**config.mk**
```make
export PLATFORM = sky130hd
export DESIGN_NAME = mem_access_unit
export DESIGN_NICKNAME = d
export VERILOG_FILES = /design/src/rtl/mem_access_pkg.sv /design/src/rtl/mem_lane.sv /design/src/rtl/mem_access_unit.sv
export SDC_FILE = /design/constraint.sdc
export NUM_CORES = 1
export LEC_CHECK = 0
export CELL_PAD_IN_SITES_DETAIL_PLACEMENT = 2
export CELL_PAD_IN_SITES_GLOBAL_PLACEMENT = 2
export CORE_MARGIN = 2
export CORE_UTILIZATION = 27
export CTS_BUF_LIST = sky130_fd_sc_hd__clkbuf_4
export DETAILED_ROUTE_END_ITERATION = 16
export PLACE_DENSITY_LB_ADDON = 0.1
export SLEW_MARGIN = 5
export SYNTH_ARGS = -nofsm -noshare
export SYNTH_HDL_FRONTEND = slang
export SYNTH_SLANG_ARGS = --single-unit
```
**constraint.sdc**
```tcl
create_clock -name clk -period 4.1 [get_ports clk]
set_clock_uncertainty 0.2 [all_clocks]
set_input_delay 0.82 -clock clk [delete_from_list [all_inputs] [get_ports clk]]
set_output_delay 0.82 -clock clk [all_outputs]
set_load 0.01 [all_outputs]
```
**src/rtl/mem_access_pkg.sv**
```systemverilog
// Shared types for the load/store unit: size encodings, FSM states, default memory limit.
package mem_access_pkg;

    typedef enum logic [1:0] {
        SZ_BYTE = 2'b00,
        SZ_HALF = 2'b01,
        SZ_WORD = 2'b10,
        SZ_ILL  = 2'b11
    } size_e;

    typedef enum logic [1:0] {
        IDLE = 2'b00,
        RD   = 2'b01,
        WR   = 2'b10,
        RESP = 2'b11
    } state_e;

    localparam int ADDR_LIMIT_DEF = 256;

    function automatic logic [2:0] size_bytes(input size_e s);
        case (s)
            SZ_BYTE: size_bytes = 3'd1;
            SZ_HALF: size_bytes = 3'd2;
            SZ_WORD: size_bytes = 3'd4;
            default: size_bytes = 3'd0;
        endcase
    endfunction

endpackage

```
**src/rtl/mem_lane.sv**
```systemverilog
// Byte/half lane extract+extend for loads and lane merge for sub-word stores.
// Purely combinational, zero latency, no flow control.
module mem_lane import mem_access_pkg::*; #(
    parameter int N = 32
) (
    input  logic [N-1:0] rdata_i,
    input  logic [1:0]   addr_lo_i,
    input  size_e        size_i,
    input  logic         unsigned_i,
    input  logic [15:0]  wdata_i,
    output logic [N-1:0] load_o,
    output logic [N-1:0] merge_o
);

    logic [7:0]  byte_sel;
    logic [15:0] half_sel;

    always_comb begin
        byte_sel = rdata_i[{addr_lo_i, 3'b000} +: 8];
        half_sel = rdata_i[{addr_lo_i[1], 4'b0000} +: 16];
        load_o   = rdata_i;
        merge_o  = rdata_i;
        case (size_i)
            SZ_BYTE: begin
                load_o = unsigned_i ? {{(N-8){1'b0}}, byte_sel}
                                    : {{(N-8){byte_sel[7]}}, byte_sel};
                merge_o[{addr_lo_i, 3'b000} +: 8] = wdata_i[7:0];
            end
            SZ_HALF: begin
                load_o = unsigned_i ? {{(N-16){1'b0}}, half_sel}
                                    : {{(N-16){half_sel[15]}}, half_sel};
                merge_o[{addr_lo_i[1], 4'b0000} +: 16] = wdata_i;
            end
            default: ;
        endcase
    end

endmodule

```
**src/rtl/mem_access_unit.sv**
```systemverilog
// Load/store unit over a word-wide async-read RAM; resp at T+1 (error), T+2 (load/SW), T+3 (SB/SH).
// Accepts one request only in IDLE (req_ready); response is a single unthrottled pulse.
module mem_access_unit import mem_access_pkg::*; #(
    parameter int N          = 32,
    parameter int ADDR_LIMIT = ADDR_LIMIT_DEF
) (
    input  logic         clk,
    input  logic         rst_n,
    input  logic         req_valid,
    output logic         req_ready,
    input  logic         req_we,
    input  logic [1:0]   req_size,
    input  logic         req_unsigned,
    input  logic [N-1:0] req_addr,
    input  logic [N-1:0] req_wdata,
    output logic         resp_valid,
    output logic [N-1:0] resp_rdata,
    output logic         resp_err,
    output logic [N-1:0] mem_addr,
    output logic         mem_we,
    output logic [N-1:0] mem_wdata,
    input  logic [N-1:0] mem_rdata
);

    localparam logic [N:0] LIMIT = (N+1)'(ADDR_LIMIT);

    state_e       state_q, state_d;
    logic [N-1:0] addr_q, mem_wdata_q, resp_rdata_q;
    size_e        size_q;
    logic         we_q, unsigned_q, resp_valid_q, resp_err_q;

    size_e        req_sz;
    logic         hs, misalign, req_err;
    logic [N:0]   end_addr;
    logic [N-1:0] lane_load, lane_merge;

    assign req_sz = size_e'(req_size);
    assign hs     = req_valid & req_ready;

    // Range check is done one bit wider so an address near the top cannot wrap past the limit.
    always_comb begin
        end_addr = {1'b0, req_addr} + (N+1)'(size_bytes(req_sz));
        case (req_sz)
            SZ_HALF: misalign = req_addr[0];
            SZ_WORD: misalign = |req_addr[1:0];
            SZ_ILL:  misalign = 1'b1;
            default: misalign = 1'b0;
        endcase
        req_err = misalign | (end_addr > LIMIT);
    end

    always_ff @(posedge clk) begin
        if (!rst_n) state_q <= IDLE;
        else        state_q <= state_d;
    end

    always_comb begin
        state_d = state_q;
        case (state_q)
            IDLE: if (req_valid) begin
                if (req_err)                state_d = RESP;
                else if (!req_we)           state_d = RD;
                else if (req_sz == SZ_WORD) state_d = WR;
                else                        state_d = RD;
            end
            RD:      state_d = we_q ? WR : RESP;
            WR:      state_d = RESP;
            default: state_d = IDLE;
        endcase
    end

    // Gating with rst_n keeps a reset asserted mid-WR from committing the write.
    always_comb begin
        req_ready = (state_q == IDLE);
        mem_we    = (state_q == WR) & rst_n;
    end

    always_ff @(posedge clk) begin
        if (!rst_n) begin
            addr_q       <= '0;
            size_q       <= SZ_BYTE;
            we_q         <= 1'b0;
            unsigned_q   <= 1'b0;
            mem_wdata_q  <= '0;
            resp_valid_q <= 1'b0;
            resp_err_q   <= 1'b0;
            resp_rdata_q <= '0;
        end else begin
            resp_valid_q <= (state_d == RESP);
            if (hs) begin
                addr_q       <= req_addr;
                size_q       <= req_sz;
                we_q         <= req_we;
                unsigned_q   <= req_unsigned;
                mem_wdata_q  <= req_wdata;
                resp_err_q   <= req_err;
                resp_rdata_q <= '0;
            end
            if (state_q == RD) begin
                if (we_q) mem_wdata_q  <= lane_merge;
                else      resp_rdata_q <= lane_load;
            end
        end
    end

    mem_lane #(.N(N)) u_lane (
        .rdata_i    (mem_rdata),
        .addr_lo_i  (addr_q[1:0]),
        .size_i     (size_q),
        .unsigned_i (unsigned_q),
        .wdata_i    (mem_wdata_q[15:0]),
        .load_o     (lane_load),
        .merge_o    (lane_merge)
    );

    assign mem_addr   = {addr_q[N-1:2], 2'b00};
    assign mem_wdata  = mem_wdata_q;
    assign resp_valid = resp_valid_q;
    assign resp_err   = resp_err_q;
    assign resp_rdata = resp_rdata_q;

endmodule

```
# After elaboration in Yosys (flattened, before gate mapping)
# Index checks and enable logic that the tools add are counted.
# Widths: inputs -> output; s select.
# word_totals
out_inout_bits	100
inputBits	103
elab_cells	53
ff_bits	104
# op_classes
shift	6
eq_ne	7
n_mux	20
add_sub_neg	3
magnitude_cmp	1
bitwise	3
reduce_logical	4
# ops
cell	n
$mux 32	8
$pmux 32 s2	2
$bwmux 32	2
$add 32x3->33	1
$gt 33x9->1 const B	1
$shift 16x7->32 const A	1
$shift 8x7->32 const A	1
$shiftx 16x7->32	1
$shiftx 32x6->16	1
$shiftx 32x6->8	1
$shiftx 8x7->32	1
$neg 5->7	2
$pmux 3 s3	1
$eq 2x2->1 const B	4
$mux 2	4
$eq 2x1->1 const B	3
$logic_not 2->1	3
$pmux 2 s3	1
$pmux 1 s3	1
$and 1x1->1	2
$reduce_or 2->1	1
$mux 1	1
$or 1x1->1	1

# Depth between registers and ports, before layout
# Gate-level depths: netlist of the first run.
# logic_depth
ltp_word	9
ltp_mapped	10
mapped_depth_nobuf	10

# Hierarchy
# A second synthesis of the first run with hierarchy kept.
# hier_totals
hier_cells	934
hier_area_um2	6749.0
# modules_own_cells
mod	seq_area_each_um2	instances	cells_per_inst	area_each_um2
mem_access_unit	2082.0	1	630	4963.5
mem_lane	0.0	1	304	1785.5

# Worst setup path after synthesis of the first run
# No wires, ideal clock.
# synth_path
kind	input to register
startpoint	input port req_size[0]
endpoint	register resp_valid_q, in the netlist resp_valid
setup_ns	0.135
t_arrival_ns	2.996
required_time_ns	3.765
path_slack_ns	0.770
n_path_buf	0
path_stages	10
cell_sequence	nor2_1 ha_1 fa_1 a21o_1 xnor2_1 nand4_1 a2111oi_2 nand4_1 a2111oi_4 a31oi_1
# synth_via
elab_chain_cells	9
elab_cells_between_ends	15
cone_classes	add/sub: 1; order compare: 1; eq/ne: 4; mux: 7; bitwise: 1; reduce/logical: 1
# synth_lines
element	line	text
from (decl)	mem_access_unit.sv:12	input logic [1:0] req_size,
$eq 2x2->1, or another cell as far along	mem_access_pkg.sv:21, mem_access_unit.sv:43, mem_access_unit.sv:63	
$pmux 3 s3	mem_access_pkg.sv:21	case (s)
$add 32x3->33	mem_access_unit.sv:42	end_addr = {1'b0, req_addr} + (N+1)'(size_bytes(req_sz));
$gt 33x9->1	mem_access_unit.sv:49	req_err = misalign | (end_addr > LIMIT);
$or 1x1->1	mem_access_unit.sv:49	
$mux 2 (*)	mem_access_unit.sv:61	if (req_err) state_d = RESP;
$mux 2 (*)	mem_access_unit.sv:60	IDLE: if (req_valid) begin
$pmux 2 s3 (*)	mem_access_unit.sv:59	case (state_q)
$eq 2x2->1 (*)	mem_access_unit.sv:89	resp_valid_q <= (state_d == RESP);
to (signal assigned)	mem_access_unit.sv:89	
to (decl)	mem_access_unit.sv:30	logic we_q, unsigned_q, resp_valid_q, resp_err_q;
# Mark *: on every way between the ends. The rest lies on a longest branch, timed or not.
# A chain may end at the register's enable or synchronous reset.

# Worst setup path after layout of the first run
# Same ends and word-level chain as after synthesis.

==> impl_metrics.xml, run 1 <==
<?xml version="1.0" encoding="UTF-8"?>
<metrics>
  <group name="worst_hold_path">
    <metric name="worst_hold_path_type" unit="">flop to flop</metric>
  </group>
  <group name="logic_synthesis">
    <metric name="netlist.area_leader.share" unit="%">30.5</metric>
    <metric name="asyncSetResetFlopFracSynth" unit="%">0</metric>
    <metric name="most_area_consuming_cells_after_synthesis" unit="">dfxtp_1, nand2_1, a21oi_1</metric>
    <metric name="number_of_flops_mapped_to_enable_cells_by_yosys" unit="">0</metric>
    <metric name="synthesis.area" unit="um^2">6830</metric>
    <metric name="yosysWarnings" unit="">0</metric>
    <metric name="postSynthCellCount" unit="">939</metric>
    <metric name="dominantRegCellSynth" unit="">dfxtp_1</metric>
    <metric name="synth_sequential_area_ratio" unit="%">30.5</metric>
    <metric name="synth_register_bits" unit="">104</metric>
    <metric name="number_of_distinct_library_cells_after_synthesis" unit="">64</metric>
    <metric name="post-synth-top-area-cell" unit="">dfxtp_1</metric>
    <metric name="avgSynthCellArea" unit="um^2">7.27</metric>
  </group>
  <group name="drt">
    <metric name="post_drt_wl_per_cell" unit="um">20.6</metric>
    <metric name="first_iter_violations" unit="">351</metric>
    <metric name="drt_pass1_iterations" unit="">4</metric>
    <metric name="routed_wirelength" unit="um">29200</metric>
    <metric name="vias_per_cell" unit="">5.28</metric>
    <metric name="vias" unit="">7494</metric>
    <metric name="final_antenna_net_count" unit="">0</metric>
    <metric name="post-route-drc-count" unit="">0</metric>
  </group>
  <group name="global_route">
    <metric name="grt_overflow" unit="">0</metric>
    <metric name="groute.usage.overall" unit="%">22.0</metric>
    <metric name="global_route_wire_length_before_repair" unit="um">45300</metric>
    <metric name="grt_start_max_net_pins" unit="">103</metric>
    <metric name="first_global_vias" unit="">7781</metric>
    <metric name="grt_antenna_before_repair" unit="">2</metric>
  </group>
  <group name="setup_path">
    <metric name="timing.critical_path.required" unit="ns">4.30</metric>
    <metric name="setup.worst_path.start_class" unit="">input port</metric>
    <metric name="crit_path_max_incr_delay" unit="ns">0.52</metric>
    <metric name="critPathMaxFanout" unit="">4</metric>
    <metric name="critical_path_buf_inv_count" unit="">1</metric>
    <metric name="reg2reg_setup_slack" unit="ns">0.83</metric>
    <metric name="setup.worst_path.end_class" unit="">flop</metric>
    <metric name="cp_top_family" unit="">compound AO/OA/AOI/OAI gates</metric>
    <metric name="arrival" unit="ns">3.84</metric>
    <metric name="critical-path-slowest-cell" unit="">clkdlybuf4s50_1</metric>
    <metric name="worst_path_most_repeated_cell" unit="">nand4_1</metric>
    <metric name="critical_path_cell_by_cell" unit="">clkdlybuf4s50_1 &gt; nor2_1 &gt; ha_1 &gt; fa_1 &gt; a21o_1 &gt; xnor2_1 &gt; nand4_1 &gt; a2111oi_2 &gt; nand4_1 &gt; a2111oi_4 &gt; a31oi_1</metric>
    <metric name="worstSetupPathType" unit="">input port to flop</metric>
  </group>
  <group name="die">
    <metric name="initial_utilization" unit="%">27.3</metric>
    <metric name="die_h" unit="um">163</metric>
    <metric name="core_region_area" unit="um^2">25000</metric>
    <metric name="rows" unit="">58</metric>
    <metric name="top_level_ports" unit="">203</metric>
    <metric name="die_x" unit="um">163</metric>
    <metric name="dieArea" unit="um^2">26600</metric>
  </group>
  <group name="cells_and_area">
    <metric name="fin_util" unit="%">36.4</metric>
    <metric name="area.sequential" unit="um^2">2080</metric>
    <metric name="num-fill-cells" unit="">2956</metric>
    <metric name="multi_input_area" unit="um^2">4190</metric>
    <metric name="area_delta_synth_final" unit="%">33.3</metric>
    <metric name="share_of_final_layout_standard_cells_stronger_than_drive_strength_1" unit="%">5.15</metric>
    <metric name="layout.cells.most_common" unit="">nand2_1</metric>
    <metric name="layout.nets" unit="">1198</metric>
    <metric name="most-common-layout-cells" unit="">nand2_1, clkdlybuf4s50_1, dfxtp_1, a21oi_1, nand3_1</metric>
  </group>
  <group name="job">
    <metric name="timing.max_cap.violations" unit="">0</metric>
  </group>
  <group name="clock_tree">
    <metric name="cts_root_buffer" unit="">clkbuf_4</metric>
    <metric name="clock_tree_from_tritoncts" unit="">yes</metric>
    <metric name="cts_sinks" unit="">104</metric>
    <metric name="holdBufCountCts" unit="">0</metric>
    <metric name="cts.clk_slew.worst_paths" unit="ns">0.17</metric>
    <metric name="number_of_buffers_created_by_cts" unit="">9</metric>
    <metric name="clock_latency" unit="ns">0.51</metric>
    <metric name="cts.htree.levels" unit="">3</metric>
    <metric name="cts.path.max_buffers" unit="">2</metric>
    <metric name="cts.repair_timing.setup_buffer_count" unit="">0</metric>
    <metric name="number_of_instances_resized_during_post_cts_repair" unit="">0</metric>
  </group>
  <group name="pwr">
    <metric name="p_leak" unit="nW">3.53</metric>
    <metric name="ir_worst_vdd" unit="V">0.000153</metric>
    <metric name="powerDensity" unit="nW/um^2">464</metric>
  </group>
  <group name="place">
    <metric name="place_worst_setup_slack" unit="ns">-0.128</metric>
    <metric name="place.detailed.hpwl" unit="um">21700</metric>
    <metric name="port_buffers" unit="">200</metric>
    <metric name="placer_congestion_estimate" unit="">0.833</metric>
  </group>
  <group name="timing">
    <metric name="holdWs" unit="ns">0.283</metric>
    <metric name="setup_ws" unit="ns">0.457</metric>
    <metric name="min_period" unit="ns">3.64</metric>
    <metric name="fmaxAchievable" unit="MHz">275</metric>
    <metric name="setup_viol" unit="">0</metric>
    <metric name="max_slew.worst_pin.slew" unit="ns">1.19</metric>
    <metric name="grt_setup_unrepaired" unit="">no</metric>
    <metric name="finalCritPeriodShare" unit="%">88.9</metric>
    <metric name="final_hold_viol_count" unit="">0</metric>
    <metric name="slew_viol_final" unit="">0</metric>
    <metric name="timing.max_slew.rel_slack" unit="%">20.6</metric>
  </group>
  <group name="outcome">
    <metric name="run_status" unit="">completed</metric>
  </group>
</metrics>
-- per-stage QoR --
stage | std cells | total power (W) | area, um^2 | setup TNS, ns
3_3_place_gp | 1401 | 0.00373 | 8990 | 0
3_5_place_dp | 1401 | 0.00376 | 8990 | -0.386
6_report | 1419 | 0.00423 | 9110 | 0
5_1_grt | 1418 | 0.00458 | 9100 | 0
4_1_cts | 1417 | 0.00432 | 9100 | 0
2_1_floorplan | 940 | 0.00269 | 6830 | 0
-- layout make-up --
type	instances	share of cell area [%]
Multi-Input combinational cell	715	46.0
Sequential cell	104	22.9
Tap cell	330	4.53
Inverter	26	1.07
Timing Repair Buffer	226	24.2
Clock inverter	5	0.357
Antenna cell	2	0.0550
Clock buffer	11	0.907
-- routing by layer --
layer | vias up | track usage [%] | part of all wire [%] | wire length [um]
met4 | 0 | 7.48 | 2.8 | 809
met3 | 36 | 3.66 | 3.9 | 1150
li1 | 3590 | - | - | -
met2 | 167 | 38.9 | 50 | 14500
met1 | 3701 | 26.9 | 44 | 12700
met5 | - | 0 | 0 | 0
-- worst paths after layout --
path	startpoint	to	cells after the start
setup / recovery	req_size[0]	resp_valid	11
hold / removal	addr_q[11]	addr_q[11]	2
setup reg to reg	addr_q[1]	mem_wdata[8]	7
hold reg to reg	addr_q[11]	addr_q[11]	2
-- report_power, final --
group	leakage [nW]	internal [W]	total, W	switching [W]
registers	0.852	0.00125	0.00148	0.000224
logic	2.62	0.000973	0.00222	0.00125
clock network	0.0609	0.000138	0.000529	0.000391
total	3.53	0.00237	0.00423	0.00186
-- logic make-up after synthesis --
kind of cell | count (synthesis) | synth area share [%]
AND/OR/NAND/NOR | 416 | 28.3
AO/OA/AOI/OAI | 266 | 27.8
buffers and inverters | 121 | 8.41
flip-flops | 104 | 30.5
adder cells (fa/ha/maj) | 13 | 2.49
XOR/XNOR | 10 | 1.28
multiplexers | 8 | 1.21
other | 1 | 0.0549
-- cells in the mapped netlist (5+ instances only) --
cell	n
a21boi_0	37
a21oi_1	61
a221oi_1	8
a222oi_1	7
a22oi_1	32
a2bb2oi_1	14
and2_1	11
and3_1	13
buf_4	32
clkbuf_1	62
dfxtp_1	104
ha_1	12
inv_1	25
mux2i_1	6
nand2_1	238
nand3_1	46
nand4_1	7
nor2_1	38
nor2b_1	24
nor3_1	8
nor3b_1	11
o211a_1	9
o21ai_0	37
o221ai_1	17
o22ai_1	9
o311a_1	16
xnor2_1	5
xor2_1	5
-- sequential cells by signal, summed over array words and instances, names as in the netlist --
signal / cells
addr_q: 32
we_q: 1
resp_valid: 1
resp_err: 1
resp_rdata: 32
mem_wdata: 32
size_q: 2
unsigned_q: 1
state_q: 2
-- worst reg2reg max path: cells and delay by family, from the launching register on --
kind                     cells  cell delay (ns)
adder cells (fa/ha/maj)      1             0.60
AO/OA/AOI/OAI                3             0.67
buffers and inverters        1             0.55
flip-flops                   1             0.38
AND/OR/NAND/NOR              2             0.84
No activity file was read; power rests on OpenSTA's default activity.
==> run 2, diff against run 1 <==
--- a/config.mk
+++ b/config.mk
@@ -11,6 +11,7 @@
 export CORE_UTILIZATION = 27
 export CTS_BUF_LIST = sky130_fd_sc_hd__clkbuf_4
 export DETAILED_ROUTE_END_ITERATION = 16
+export GPL_TIMING_DRIVEN = 0
 export PLACE_DENSITY_LB_ADDON = 0.1
 export SLEW_MARGIN = 5
 export SYNTH_ARGS = -nofsm -noshare
==> impl_metrics.xml, run 2 (synthesis results as in run 1) <==
<?xml version="1.0" encoding="UTF-8"?>
<metrics>
  <group name="clock_tree">
    <metric name="cts.clk_slew.worst_paths" unit="ns">0.16</metric>
    <metric name="clock_tree_from_tritoncts" unit="">yes</metric>
    <metric name="holdBufCountCts" unit="">0</metric>
    <metric name="cts.htree.levels" unit="">3</metric>
    <metric name="cts.path.max_buffers" unit="">2</metric>
    <metric name="cts_sinks" unit="">104</metric>
    <metric name="number_of_buffers_created_by_cts" unit="">9</metric>
    <metric name="cts_root_buffer" unit="">clkbuf_4</metric>
    <metric name="clock_latency" unit="ns">0.49</metric>
  </group>
  <group name="global_route">
    <metric name="grt_overflow" unit="">0</metric>
    <metric name="first_global_vias" unit="">8272</metric>
    <metric name="grt_start_max_net_pins" unit="">16</metric>
    <metric name="grt_antenna_before_repair" unit="">1</metric>
    <metric name="groute.usage.overall" unit="%">23.7</metric>
    <metric name="global_route_wire_length_before_repair" unit="um">48400</metric>
  </group>
  <group name="die">
    <metric name="initial_utilization" unit="%">27.3</metric>
    <metric name="die_x" unit="um">163</metric>
    <metric name="core_region_area" unit="um^2">25000</metric>
    <metric name="die_h" unit="um">163</metric>
    <metric name="top_level_ports" unit="">203</metric>
    <metric name="rows" unit="">58</metric>
    <metric name="dieArea" unit="um^2">26600</metric>
  </group>
  <group name="cells_and_area">
    <metric name="most-common-layout-cells" unit="">nand2_1, clkdlybuf4s50_1, dfxtp_1, clkbuf_1, a21oi_1</metric>
    <metric name="fin_cells" unit="">1485</metric>
    <metric name="layout.cells.most_common" unit="">nand2_1</metric>
    <metric name="share_of_final_layout_standard_cells_stronger_than_drive_strength_1" unit="%">5.29</metric>
    <metric name="area_delta_synth_final" unit="%">37.5</metric>
    <metric name="layout.nets" unit="">1266</metric>
    <metric name="fin_util" unit="%">37.5</metric>
  </group>
  <group name="place">
    <metric name="placer_congestion_estimate" unit="">0.881</metric>
    <metric name="number_of_cells_after_detailed_placement" unit="">1469</metric>
    <metric name="place.detailed.hpwl" unit="um">25000</metric>
    <metric name="port_buffers" unit="">199</metric>
  </group>
  <group name="setup_path">
    <metric name="reg2reg_setup_slack" unit="ns">0.50</metric>
    <metric name="setup.worst_path.start_class" unit="">input port</metric>
    <metric name="worstReg2RegEnd" unit="">mem_wdata[8]</metric>
    <metric name="worst_r2r_path_depth" unit="">9</metric>
    <metric name="critical_path.endpoint" unit="">mem_we</metric>
    <metric name="crit_path_start" unit="">rst_n</metric>
    <metric name="r2r_start" unit="">addr_q[1]</metric>
    <metric name="setup.worst_path.end_class" unit="">primary output</metric>
    <metric name="timing.critical_path.required" unit="ns">3.08</metric>
    <metric name="arrival" unit="ns">2.93</metric>
    <metric name="worstSetupPathType" unit="">input port to primary output</metric>
    <metric name="critPathMaxFanout" unit="">10</metric>
  </group>
  <group name="timing">
    <metric name="grt_setup_unrepaired" unit="">no</metric>
    <metric name="max_slew.worst_pin.slew" unit="ns">0.955</metric>
    <metric name="holdWs" unit="ns">0.276</metric>
    <metric name="fmaxAchievable" unit="MHz">253</metric>
    <metric name="min_period" unit="ns">3.95</metric>
    <metric name="slew_viol_final" unit="">0</metric>
    <metric name="final_hold_viol_count" unit="">0</metric>
    <metric name="timing.max_slew.rel_slack" unit="%">35.7</metric>
    <metric name="fin_tns_setup" unit="ns">0</metric>
    <metric name="setup_viol" unit="">0</metric>
    <metric name="finalCritPeriodShare" unit="%">96.4</metric>
  </group>
  <group name="drt">
    <metric name="vias_per_cell" unit="">5.23</metric>
    <metric name="final_antenna_net_count" unit="">0</metric>
    <metric name="first_iter_violations" unit="">455</metric>
    <metric name="post-route-drc-count" unit="">0</metric>
    <metric name="post_drt_wl_per_cell" unit="um">21.1</metric>
    <metric name="drt_pass1_iterations" unit="">5</metric>
    <metric name="vias" unit="">7764</metric>
    <metric name="routed_wirelength" unit="um">31300</metric>
  </group>
  <group name="job">
    <metric name="timing.max_cap.violations" unit="">0</metric>
  </group>
  <group name="worst_hold_path">
    <metric name="worst_hold_path_type" unit="">flop to flop</metric>
    <metric name="hold_depth" unit="">2</metric>
  </group>
  <group name="outcome">
    <metric name="run_status" unit="">completed</metric>
  </group>
  <group name="pwr">
    <metric name="ir_worst_vdd" unit="V">0.000147</metric>
    <metric name="powerDensity" unit="nW/um^2">469</metric>
    <metric name="p_leak" unit="nW">3.65</metric>
  </group>
</metrics>
==> run 2: final cells by class <==
| cell class | count | area, um^2 |
|---|---|---|
| Fill cell | 2985 | 15600 |
| Multi-Input combinational cell | 715 | 4200 |
| Sequential cell | 104 | 2080 |
| Timing Repair Buffer | 199 | 1990 |
| Buffer | 95 | 478 |
| Tap cell | 330 | 413 |
| Inverter | 26 | 97.6 |
| Clock buffer | 11 | 82.6 |
| Clock inverter | 4 | 46.3 |
| Antenna cell | 1 | 2.50 |
==> run 2: critical path, stage by stage <==
cell and delay (ns):
clkdlybuf4s50_1 0.62, clkbuf_2 0.40, clkbuf_1 0.37, and2_1 0.19, clkdlybuf4s50_1 0.53
==> run 2: worst min-delay path by stage <==
stage	from	to	slack [ns]
floorplan	addr_q[10]	addr_q[10]	0.24
global placement	addr_q[8]	addr_q[8]	0.25
detailed placement	addr_q[14]	addr_q[14]	0.26
CTS	addr_q[14]	addr_q[14]	0.28
global route	addr_q[11]	addr_q[11]	0.31
finish	addr_q[14]	addr_q[14]	0.28
==> run 2: where the power goes <==
group / total [W] / switching, W / internal (W)
Sequential: 0.00148 / 0.000226 / 0.00126
Combinational: 0.00236 / 0.00134 / 0.00102
Clock: 0.000567 / 0.000372 / 0.000195
Total: 0.00441 / 0.00194 / 0.00247
==> run 2: what timing repair did <==
action,4_1_cts,5_1_grt
endpoints found under the setup margin,1,6
setup buffers,0,0
gates resized for setup,1,3
gates cloned,0,0
==> run 2: metrics by stage <==
stage	cell area [um^2]	worst slack (ns)	total power (W)
2_1_floorplan	6830	0.770	0.00269
3_3_place_gp	9240	-0.495	0.00382
3_5_place_dp	9240	-0.462	0.00388
4_1_cts	9370	0.104	0.00447
5_1_grt	9390	0.00585	0.00475
6_report	9390	0.148	0.00441
==> run 2: per-layer routing <==
layer  track usage, %  wire length (um)  vias up
li1                 -                 -     3724
met4             5.75               506        0
met5                0                 0        -
met3             4.34              1360       26
met1             27.9             13300     3840
met2             44.2             16200      174
==> run 3, diff against run 2 <==
--- a/config.mk
+++ b/config.mk
@@ -8,10 +8,8 @@
 export CELL_PAD_IN_SITES_DETAIL_PLACEMENT = 2
 export CELL_PAD_IN_SITES_GLOBAL_PLACEMENT = 2
 export CORE_MARGIN = 2
-export CORE_UTILIZATION = 27
-export CTS_BUF_LIST = sky130_fd_sc_hd__clkbuf_4
+export CORE_UTILIZATION = 26
 export DETAILED_ROUTE_END_ITERATION = 16
-export GPL_TIMING_DRIVEN = 0
 export PLACE_DENSITY_LB_ADDON = 0.1
 export SLEW_MARGIN = 5
 export SYNTH_ARGS = -nofsm -noshare
==> impl_metrics.xml, run 3 (synthesis results as in run 1) <==
<?xml version="1.0" encoding="UTF-8"?>
<metrics>
  <group name="place">
    <metric name="place_worst_setup_slack" unit="ns">-0.0804</metric>
    <metric name="port_buffers" unit="">200</metric>
    <metric name="place.detailed.hpwl" unit="um">22000</metric>
    <metric name="placed_cell_area" unit="um^2">9010</metric>
    <metric name="placer_congestion_estimate" unit="">0.795</metric>
  </group>
  <group name="pwr">
    <metric name="power.switching_fraction" unit="%">41.5</metric>
    <metric name="cell_internal_pwr" unit="W">0.00272</metric>
    <metric name="powerDensity" unit="nW/um^2">499</metric>
    <metric name="ir_worst_vdd" unit="V">0.000198</metric>
    <metric name="p_sw" unit="W">0.00193</metric>
    <metric name="power.share.clock" unit="%">20.2</metric>
    <metric name="p_leak" unit="nW">3.63</metric>
    <metric name="share_comb_of_total_power" unit="%">47.8</metric>
    <metric name="share_seq_of_total_power" unit="%">32.1</metric>
  </group>
  <group name="global_route">
    <metric name="grt_start_max_net_pins" unit="">79</metric>
    <metric name="global_route_wire_length_before_repair" unit="um">47200</metric>
    <metric name="grt_antenna_before_repair" unit="">1</metric>
    <metric name="groute.usage.overall" unit="%">21.4</metric>
    <metric name="grt_overflow" unit="">0</metric>
    <metric name="first_global_vias" unit="">8008</metric>
  </group>
  <group name="timing">
    <metric name="fmaxAchievable" unit="MHz">264</metric>
    <metric name="final_hold_viol_count" unit="">0</metric>
    <metric name="min_period" unit="ns">3.79</metric>
    <metric name="setup_ws" unit="ns">0.314</metric>
    <metric name="slew_viol_final" unit="">0</metric>
    <metric name="grt_setup_unrepaired" unit="">no</metric>
    <metric name="fin_tns_setup" unit="ns">0</metric>
    <metric name="finalCritPeriodShare" unit="%">92.4</metric>
    <metric name="max_slew.worst_pin.slew" unit="ns">1.18</metric>
    <metric name="setup_viol" unit="">0</metric>
    <metric name="timing.max_slew.rel_slack" unit="%">20.9</metric>
  </group>
  <group name="cells_and_area">
    <metric name="area_delta_synth_final" unit="%">36.5</metric>
    <metric name="fin_util" unit="%">36.0</metric>
    <metric name="num-fill-cells" unit="">3060</metric>
    <metric name="layout.cells.most_common" unit="">nand2_1</metric>
    <metric name="layout.nets" unit="">1201</metric>
    <metric name="share_of_final_layout_standard_cells_stronger_than_drive_strength_1" unit="%">5.50</metric>
    <metric name="most-common-layout-cells" unit="">nand2_1, clkdlybuf4s50_1, dfxtp_1, a21oi_1, nand3_1</metric>
    <metric name="postLayoutCellArea" unit="um^2">9320</metric>
  </group>
  <group name="clock_tree">
    <metric name="number_of_buffers_created_by_cts" unit="">9</metric>
    <metric name="clock_latency" unit="ns">0.36</metric>
    <metric name="clock_tree_from_tritoncts" unit="">yes</metric>
    <metric name="cts.clk_slew.worst_paths" unit="ns">0.08</metric>
    <metric name="number_of_instances_resized_during_post_cts_repair" unit="">0</metric>
    <metric name="cts.repair_timing.setup_buffer_count" unit="">0</metric>
    <metric name="cts_sinks" unit="">104</metric>
    <metric name="cts_root_buffer" unit="">clkbuf_16</metric>
    <metric name="holdBufCountCts" unit="">0</metric>
    <metric name="cts.htree.levels" unit="">3</metric>
    <metric name="cts.path.max_buffers" unit="">2</metric>
  </group>
  <group name="die">
    <metric name="die_h" unit="um">166</metric>
    <metric name="die_x" unit="um">166</metric>
    <metric name="top_level_ports" unit="">203</metric>
    <metric name="initial_utilization" unit="%">26.4</metric>
    <metric name="rows" unit="">59</metric>
    <metric name="dieArea" unit="um^2">27600</metric>
    <metric name="core_region_area" unit="um^2">25900</metric>
  </group>
  <group name="drt">
    <metric name="route.top_layer_used" unit="">met4</metric>
    <metric name="met2_wirelength" unit="um">14800</metric>
    <metric name="routed_wirelength" unit="um">29700</metric>
    <metric name="post-route-drc-count" unit="">0</metric>
    <metric name="first_iter_violations" unit="">432</metric>
    <metric name="vias_per_cell" unit="">5.26</metric>
    <metric name="final_antenna_net_count" unit="">0</metric>
    <metric name="drt_pass1_iterations" unit="">5</metric>
    <metric name="m1WireLength" unit="um">13200</metric>
    <metric name="post_drt_wl_per_cell" unit="um">20.8</metric>
    <metric name="vias" unit="">7505</metric>
    <metric name="wl_met3" unit="um">1070</metric>
  </group>
  <group name="setup_path">
    <metric name="arrival" unit="ns">3.82</metric>
    <metric name="critical_path_cell_by_cell" unit="">clkdlybuf4s50_1 &gt; nor2_1 &gt; ha_1 &gt; fa_1 &gt; a21o_1 &gt; xnor2_1 &gt; nand4_1 &gt; a2111oi_2 &gt; nand4_1 &gt; a2111oi_4 &gt; a31oi_1</metric>
    <metric name="worst_path_most_repeated_cell" unit="">nand4_1</metric>
    <metric name="worst_r2r_path_depth" unit="">7</metric>
    <metric name="reg2reg_setup_slack" unit="ns">0.89</metric>
    <metric name="crit_path_max_incr_delay" unit="ns">0.54</metric>
    <metric name="critPathMaxFanout" unit="">5</metric>
    <metric name="critical-path-slowest-cell" unit="">clkdlybuf4s50_1</metric>
    <metric name="setup.worst_path.end_class" unit="">flop</metric>
    <metric name="timing.critical_path.required" unit="ns">4.13</metric>
    <metric name="cp_top_family" unit="">compound AO/OA/AOI/OAI gates</metric>
    <metric name="worstSetupPathType" unit="">input port to flop</metric>
    <metric name="critical_path_depth" unit="">11</metric>
    <metric name="setup.worst_path.start_class" unit="">input port</metric>
    <metric name="critical_path_buf_inv_count" unit="">1</metric>
  </group>
  <group name="worst_hold_path">
    <metric name="worst_hold_path_type" unit="">flop to flop</metric>
    <metric name="hold_depth" unit="">2</metric>
  </group>
  <group name="job">
    <metric name="timing.max_cap.violations" unit="">0</metric>
  </group>
  <group name="outcome">
    <metric name="run_status" unit="">completed</metric>
  </group>
</metrics>
[run 3: cell types whose count changed in the layout (fill, tap and decap cells not counted), moves of 2 or more]
cell	delta
buf_4	-4
clkbuf_1	-61
clkbuf_16	+9
clkbuf_4	-11
clkinv_1	-2
clkinv_2	+2
inv_6	+2
nor3_1	+2
nor3_2	-2
[run 3: worst paths after layout]
path	to	startpoint
worst min-delay path	addr_q[8]	addr_q[8]
worst max-delay path	resp_valid	req_size[1]
worst min register to register	addr_q[8]	addr_q[8]
worst max register to register	mem_wdata[13]	addr_q[1]
[run 3: tightest hold or removal path: cells and delay by family, from the launching register on]
family           cells  cell delay, ns
AND/OR/NAND/NOR      1            0.05
flip-flops           1            0.31
AO/OA/AOI/OAI        1            0.06
[run 3: layout make-up]
cell class	count	area, um^2	area share, %
multi-input combinational	715	4190	44.9
timing repair buffer	229	2230	23.9
sequential	104	2080	22.3
tap	335	419	4.50
clock buffer	10	239	2.56
inverter	26	97.6	1.05
clock inverter	6	65.1	0.698
antenna	1	2.50	0.0268
[run 3: through the flow]
stage	total power, W	std cells	hold slack (ns)
final	0.00465	1426	0.269
after global routing	0.00500	1426	0.298
after CTS	0.00473	1425	0.277
after detailed placement	0.00377	1409	0.264
after global placement	0.00374	1409	0.252
after floorplan	0.00269	940	0.244
[run 3: per-layer routing]
layer | vias up | GRT usage (%)
met4 | 0 | 6.88
met5 | - | 0
met3 | 37 | 3.19
li1 | 3603 | -
met2 | 168 | 37.9
met1 | 3697 | 26.6
[run 3: power by group through the flow]
stage / Clock [W] / Combinational [W] / Sequential [W]
4_1_cts: 0.000976 / 0.00226 / 0.00150
3_3_place_gp: 0 / 0.00222 / 0.00151
2_1_floorplan: 0 / 0.00119 / 0.00150
6_report: 0.000938 / 0.00222 / 0.00149
3_5_place_dp: 0 / 0.00225 / 0.00152
5_1_grt: 0.00101 / 0.00246 / 0.00153
